### config.mk
export PLATFORM = sky130hd
export DESIGN_NAME = bd_tag_merge_n
export DESIGN_NICKNAME = d
export VERILOG_FILES = /design/src/rtl/bd_tag_merge_n.sv
export SDC_FILE = /design/constraint.sdc
export NUM_CORES = 1
export LEC_CHECK = 0
export ABC_AREA = 1
export CAP_MARGIN = 10
export CORE_AREA = 2 2 104 76
export DETAILED_ROUTE_END_ITERATION = 10
export DIE_AREA = 0 0 106 78
export PLACE_DENSITY = 0.92
export SYNTH_ARGS = -nofsm -noshare
export SYNTH_HDL_FRONTEND = slang
export SYNTH_SLANG_ARGS = --single-unit
export TNS_END_PERCENT = 5
### constraint.sdc
create_clock -name clk -period 2.7 [get_ports clk]
set_input_delay 0.405 -clock clk [delete_from_list [all_inputs] [get_ports clk]]
set_output_delay 0.405 -clock clk [all_outputs]
set_load 0.05 [all_outputs]
### src/rtl/bd_tag_merge_n.sv
// N-input BD tag/word merger: round-robin with burst hold, registered {payload, code} output.
// Define BD_TAG_MERGE_STATS_EN to add saturating per-input transfer counters on stat_cnt.
module bd_tag_merge_n #(
  parameter int unsigned NIN = 4,
  parameter int unsigned NDATA = 24,
  parameter int unsigned NCODE = 6,
  // Input 0 occupies the least significant slice, so it is written last.
  parameter logic [NIN*NCODE-1:0] CODES = {6'd13, 6'd12, 6'd31, 6'd30},
  parameter int unsigned MAX_BURST = 4
) (
  input  logic                   clk,
  input  logic                   reset,
  input  logic [NIN-1:0]         in_v,
  input  logic [NIN*NDATA-1:0]   in_d,
  output logic [NIN-1:0]         in_a,
  output logic                   out_v,
  output logic [NDATA+NCODE-1:0] out_d,
  input  logic                   out_a
`ifdef BD_TAG_MERGE_STATS_EN
  ,
  output logic [NIN*16-1:0]      stat_cnt
`endif
);

  localparam int unsigned IW = (NIN > 1) ? $clog2(NIN) : 1;
  localparam int unsigned BW = $clog2(MAX_BURST) + 1;
  localparam logic [BW-1:0] BurstMax = BW'(MAX_BURST - 1);
  localparam logic [IW-1:0] LastRst = IW'(NIN - 1);

  logic                   out_v_q;
  logic [NDATA+NCODE-1:0] out_d_q;
  logic [IW-1:0]          last_q;
  logic [BW-1:0]          burst_q;
  logic                   hold_ok_q;

  logic                   load_en;
  logic                   gnt_any;
  logic [IW-1:0]          gnt_idx;
  logic [NIN-1:0]         gnt_oh;
  logic [NDATA-1:0]       sel_d;
  logic [NCODE-1:0]       sel_code;

  assign load_en = !out_v_q || out_a;
  assign out_v   = out_v_q;
  assign out_d   = out_d_q;

  // After reset last_q holds only its reset value, so it may not claim a hold until it has
  // actually transferred.
  always_comb begin
    int unsigned idx;
    idx     = 0;
    gnt_any = 1'b0;
    gnt_idx = '0;
    if (hold_ok_q && in_v[last_q] && (burst_q < BurstMax)) begin
      gnt_any = 1'b1;
      gnt_idx = last_q;
    end else begin
      for (int unsigned k = 1; k <= NIN; k++) begin
        idx = (32'(last_q) + k) % NIN;
        if (!gnt_any && in_v[idx]) begin
          gnt_any = 1'b1;
          gnt_idx = IW'(idx);
        end
      end
    end
  end

  always_comb begin
    gnt_oh   = '0;
    sel_d    = '0;
    sel_code = '0;
    for (int unsigned i = 0; i < NIN; i++) begin
      if (gnt_any && (gnt_idx == IW'(i))) begin
        gnt_oh[i] = 1'b1;
        sel_d     = in_d[i*NDATA +: NDATA];
        sel_code  = CODES[i*NCODE +: NCODE];
      end
    end
  end

  assign in_a = (load_en && !reset) ? gnt_oh : '0;

  always_ff @(posedge clk or posedge reset) begin
    if (reset) begin
      out_v_q   <= 1'b0;
      out_d_q   <= '0;
      last_q    <= LastRst;
      burst_q   <= '0;
      hold_ok_q <= 1'b0;
    end else if (load_en) begin
      out_v_q <= gnt_any;
      if (gnt_any) begin
        out_d_q   <= {sel_d, sel_code};
        hold_ok_q <= 1'b1;
        if (gnt_idx == last_q) begin
          if (burst_q != BurstMax) burst_q <= burst_q + 1'b1;
        end else begin
          last_q  <= gnt_idx;
          burst_q <= '0;
        end
      end
    end
  end

`ifdef BD_TAG_MERGE_STATS_EN
  logic [15:0] cnt_q [NIN];

  always_ff @(posedge clk or posedge reset) begin
    if (reset) begin
      for (int unsigned i = 0; i < NIN; i++) cnt_q[i] <= '0;
    end else begin
      for (int unsigned i = 0; i < NIN; i++) begin
        if (in_a[i] && (cnt_q[i] != 16'hFFFF)) cnt_q[i] <= cnt_q[i] + 16'd1;
      end
    end
  end

  always_comb begin
    stat_cnt = '0;
    for (int unsigned i = 0; i < NIN; i++) stat_cnt[i*16 +: 16] = cnt_q[i];
  end
`endif

endmodule

==> qor.json <==
{
  "async_reset_ff_frac": 1.00,
  "area_growth_pct": 52.3,
  "syn-instance-count": 416,
  "ys_seq_area_frac": 0.288,
  "fraction_of_layout_cells_with_a_size_suffix_above_1": 0.142,
  "grt_max_degree": 43,
  "hold_path_class": "reg -> reg",
  "place.detailed.hpwl_um": 7320,
  "antenna_cells_inserted": 0,
  "hold_viol_final": 0,
  "holdCritStartpoint": "hold_ok_q",
  "finClkSkew_ps": 8.56,
  "netlist_area_mm2": 0.00297,
  "ys_top_cells_by_count": "sky130_fd_sc_hd__nand2_1, sky130_fd_sc_hd__nand3_1, sky130_fd_sc_hd__inv_1, sky130_fd_sc_hd__dfrtp_1, sky130_fd_sc_hd__nand4_1",
  "vias_in_the_first_global_route": 3341,
  "tightestPinTransition_ps": 546,
  "drv_slew": 0,
  "grt_first_pass_wirelength_um": 15800,
  "clk_path_buf_depth": 2,
  "io_buffers": 136,
  "cp_data_arrival_time_ps": 2300,
  "die_x_um": 106,
  "postRouteWirelength_um": 9780,
  "r2r_end": "last_q[0]",
  "cts_root_buffer": "sky130_fd_sc_hd__clkbuf_8",
  "min_period_over_period": 1.00,
  "timing.rr.start": "last_q[0]",
  "grt_overflow": 0,
  "htree_num_levels": 2,
  "edff_count_synth": 0,
  "timing.reg2reg.setup_slack_ps": 210,
  "ys_warn_count": 0,
  "violations": "negative setup slack",
  "final_cells": 646,
  "io_pins": 138,
  "min_delay_worst_endpoint": "hold_ok_q",
  "netlist_top_cells_area": "sky130_fd_sc_hd__dfrtp_1, sky130_fd_sc_hd__nand2_1, sky130_fd_sc_hd__nand3_1",
  "fillers": 620,
  "remaining_drc_errors": 0,
  "layout_setup_ws_ps": -4.03,
  "clock_tree_from_tritoncts": "done",
  "placed_cell_area_mm2": 0.00432,
  "avgSynthCellArea_um2": 7.13,
  "cts_hold_buffers_added": 0,
  "cp_max_fo": 4,
  "worstSetupEndpointType": "primary output",
  "numPlacedInstances": 632,
  "ys_dominant_reg_cell": "sky130_fd_sc_hd__dfrtp_1",
  "detailedRoute.firstIterationViolations": 218,
  "antenna_violating_nets_post_route": 0,
  "chipHeight_um": 78,
  "detailroute.via_count": 3333,
  "grtUsageTotal": 0.239,
  "maxCapViolCount": 0,
  "timing.setup.critical_path_class": "in -> out",
  "synth.ff_latch_count": 34,
  "clock_tree_sinks": 34,
  "netlist-cell-type-count": 36,
  "tritoncts.num_buffers": 5,
  "firstDrtPassIters": 4,
  "final_count_of_negative_setup_slack_endpoints": 2,
  "critPathLaunchType": "input port",
  "detail_route.vias_per_cell": 5.16,
  "std_cell_rows": 26,
  "gp_congestion": 0.836,
  "fmaxAchievable_mhz": 370,
  "wire_per_inst_um": 15.1,
  "synthesized_nets": 521,
  "timing.setup.tns_ps": -7.96,
  "coreArea_mm2": 0.00719,
  "yosysTopAreaCellShare": 0.270,
  "data_required_time_of_the_critical_path_ps": 2300,
  "worst-r2r-cell-count": 16,
  "placement.setup.worst_slack_ps": -37.2,
  "relative_slew_slack": 0.635,
  "synth.most_common_cell": "sky130_fd_sc_hd__nand2_1",
  "post-route-min-period_ps": 2700,
  "cts.reportedPaths.clkPinSlew_ps": 60,
  "dieArea_mm2": 0.00827,
  "status": "finished with violations",
  "final_nets": 652,
  "finalInstanceArea_mm2": 0.00452,
  "insertion_delay_ps": 280,
  "unrepaired_setup_endpoints_after_global_routing": "yes",
  "yosys.area.top_type": "sky130_fd_sc_hd__dfrtp_1",
  "initial_utilization": 0.412,
  "whs_path_depth": 1,
  "grt_antenna_before_repair": 0
}
## worst max-delay path: stages
cell and delay, ps:
sky130_fd_sc_hd__clkdlybuf4s50_1 500, sky130_fd_sc_hd__inv_1 50, sky130_fd_sc_hd__nand2_1 70, sky130_fd_sc_hd__o21ai_2 80
sky130_fd_sc_hd__o21ai_4 280, sky130_fd_sc_hd__nand2_4 110, sky130_fd_sc_hd__nand2_2 120, sky130_fd_sc_hd__nand2_4 90
sky130_fd_sc_hd__nand2_8 90, sky130_fd_sc_hd__nor2_4 60, sky130_fd_sc_hd__nor4_4 260, sky130_fd_sc_hd__buf_12 180
## timing repair
item	in CTS	in global routing
setup endpoints to repair	4	16
resized for setup	2	6
setup buffers	5	1
pin swaps	1	0
## registers in the layout (all words and copies together), names as in the netlist
register,cells
burst_q,3
out_v,1
out_d,27
hold_ok_q,1
last_q,2
## metrics by stage
stage | hold WS, ps | util
after global placement | 452 | 0.601
after floorplan | 434 | -
after global routing | 490 | 0.628
final | 476 | 0.628
after detailed placement | 463 | 0.601
after CTS | 477 | 0.623
## how the worst max path moves through the flow
stage	startpoint	end	cells past startpoint
final	in_v[1]	in_a[0]	12
after global routing	last_q[0]	in_a[2]	12
after CTS	last_q[0]	in_a[3]	12
after detailed placement	in_v[0]	out_d[21]	16
after global placement	in_v[1]	in_a[0]	12
after floorplan	last_q[1]	in_a[1]	14
## cell usage in the layout (no fill, tap or decap), types with 2 or more instances in the layout
master | Yosys | routed
sky130_fd_sc_hd__a21oi_4 | 4 | 4
sky130_fd_sc_hd__buf_12 | 5 | 3
sky130_fd_sc_hd__buf_4 | 5 | 18
sky130_fd_sc_hd__buf_6 | 5 | 3
sky130_fd_sc_hd__clkbuf_1 | 0 | 2
sky130_fd_sc_hd__clkbuf_8 | 0 | 5
sky130_fd_sc_hd__clkdlybuf4s50_1 | 0 | 132
sky130_fd_sc_hd__dfrtp_1 | 32 | 32
sky130_fd_sc_hd__dfstp_2 | 2 | 2
sky130_fd_sc_hd__ha_1 | 2 | 2
sky130_fd_sc_hd__inv_1 | 35 | 35
sky130_fd_sc_hd__inv_2 | 6 | 6
sky130_fd_sc_hd__nand2_1 | 127 | 126
sky130_fd_sc_hd__nand2_2 | 17 | 17
sky130_fd_sc_hd__nand2_4 | 5 | 5
sky130_fd_sc_hd__nand3_1 | 57 | 57
sky130_fd_sc_hd__nand3_2 | 2 | 2
sky130_fd_sc_hd__nand3b_1 | 24 | 24
sky130_fd_sc_hd__nand4_1 | 25 | 25
sky130_fd_sc_hd__nor4_4 | 0 | 3
sky130_fd_sc_hd__o21ai_0 | 22 | 22
sky130_fd_sc_hd__o21ai_1 | 6 | 6
sky130_fd_sc_hd__or2_1 | 2 | 2
## kinds of logic after synthesis
kind of cell               count (synthesis)  synth area share
and+or+nand+nor                          268             0.466
buffers and inverters                     74             0.151
AOI/OAI and AO/OA                         36            0.0819
DFF                                       34             0.288
adders and majority gates                  2           0.00844
xor gates and xnor gates                   1           0.00295
other                                      1           0.00126
## cell type report
cell class	instances	area, µm²	area share
clock inverter	1	30.0	0.00665
tap	98	123	0.0272
multi-input combinational	308	1720	0.382
timing repair buffer	156	1550	0.343
inverter	42	160	0.0355
sequential	34	853	0.189
clock buffer	7	76.3	0.0169
## routing by layer
metal	up-vias	part of all wire	global-route usage	wire length, µm
met3	15	0.11	0.0723	1120
met5	-	0	0	0
li1	1623	-	-	-
met4	0	0.020	0.0711	197
met2	164	0.47	0.412	4630
met1	1531	0.39	0.287	3830
Power is not shown: default switching activity piles up to over one toggle a cycle in this logic, so the estimate is an artifact.
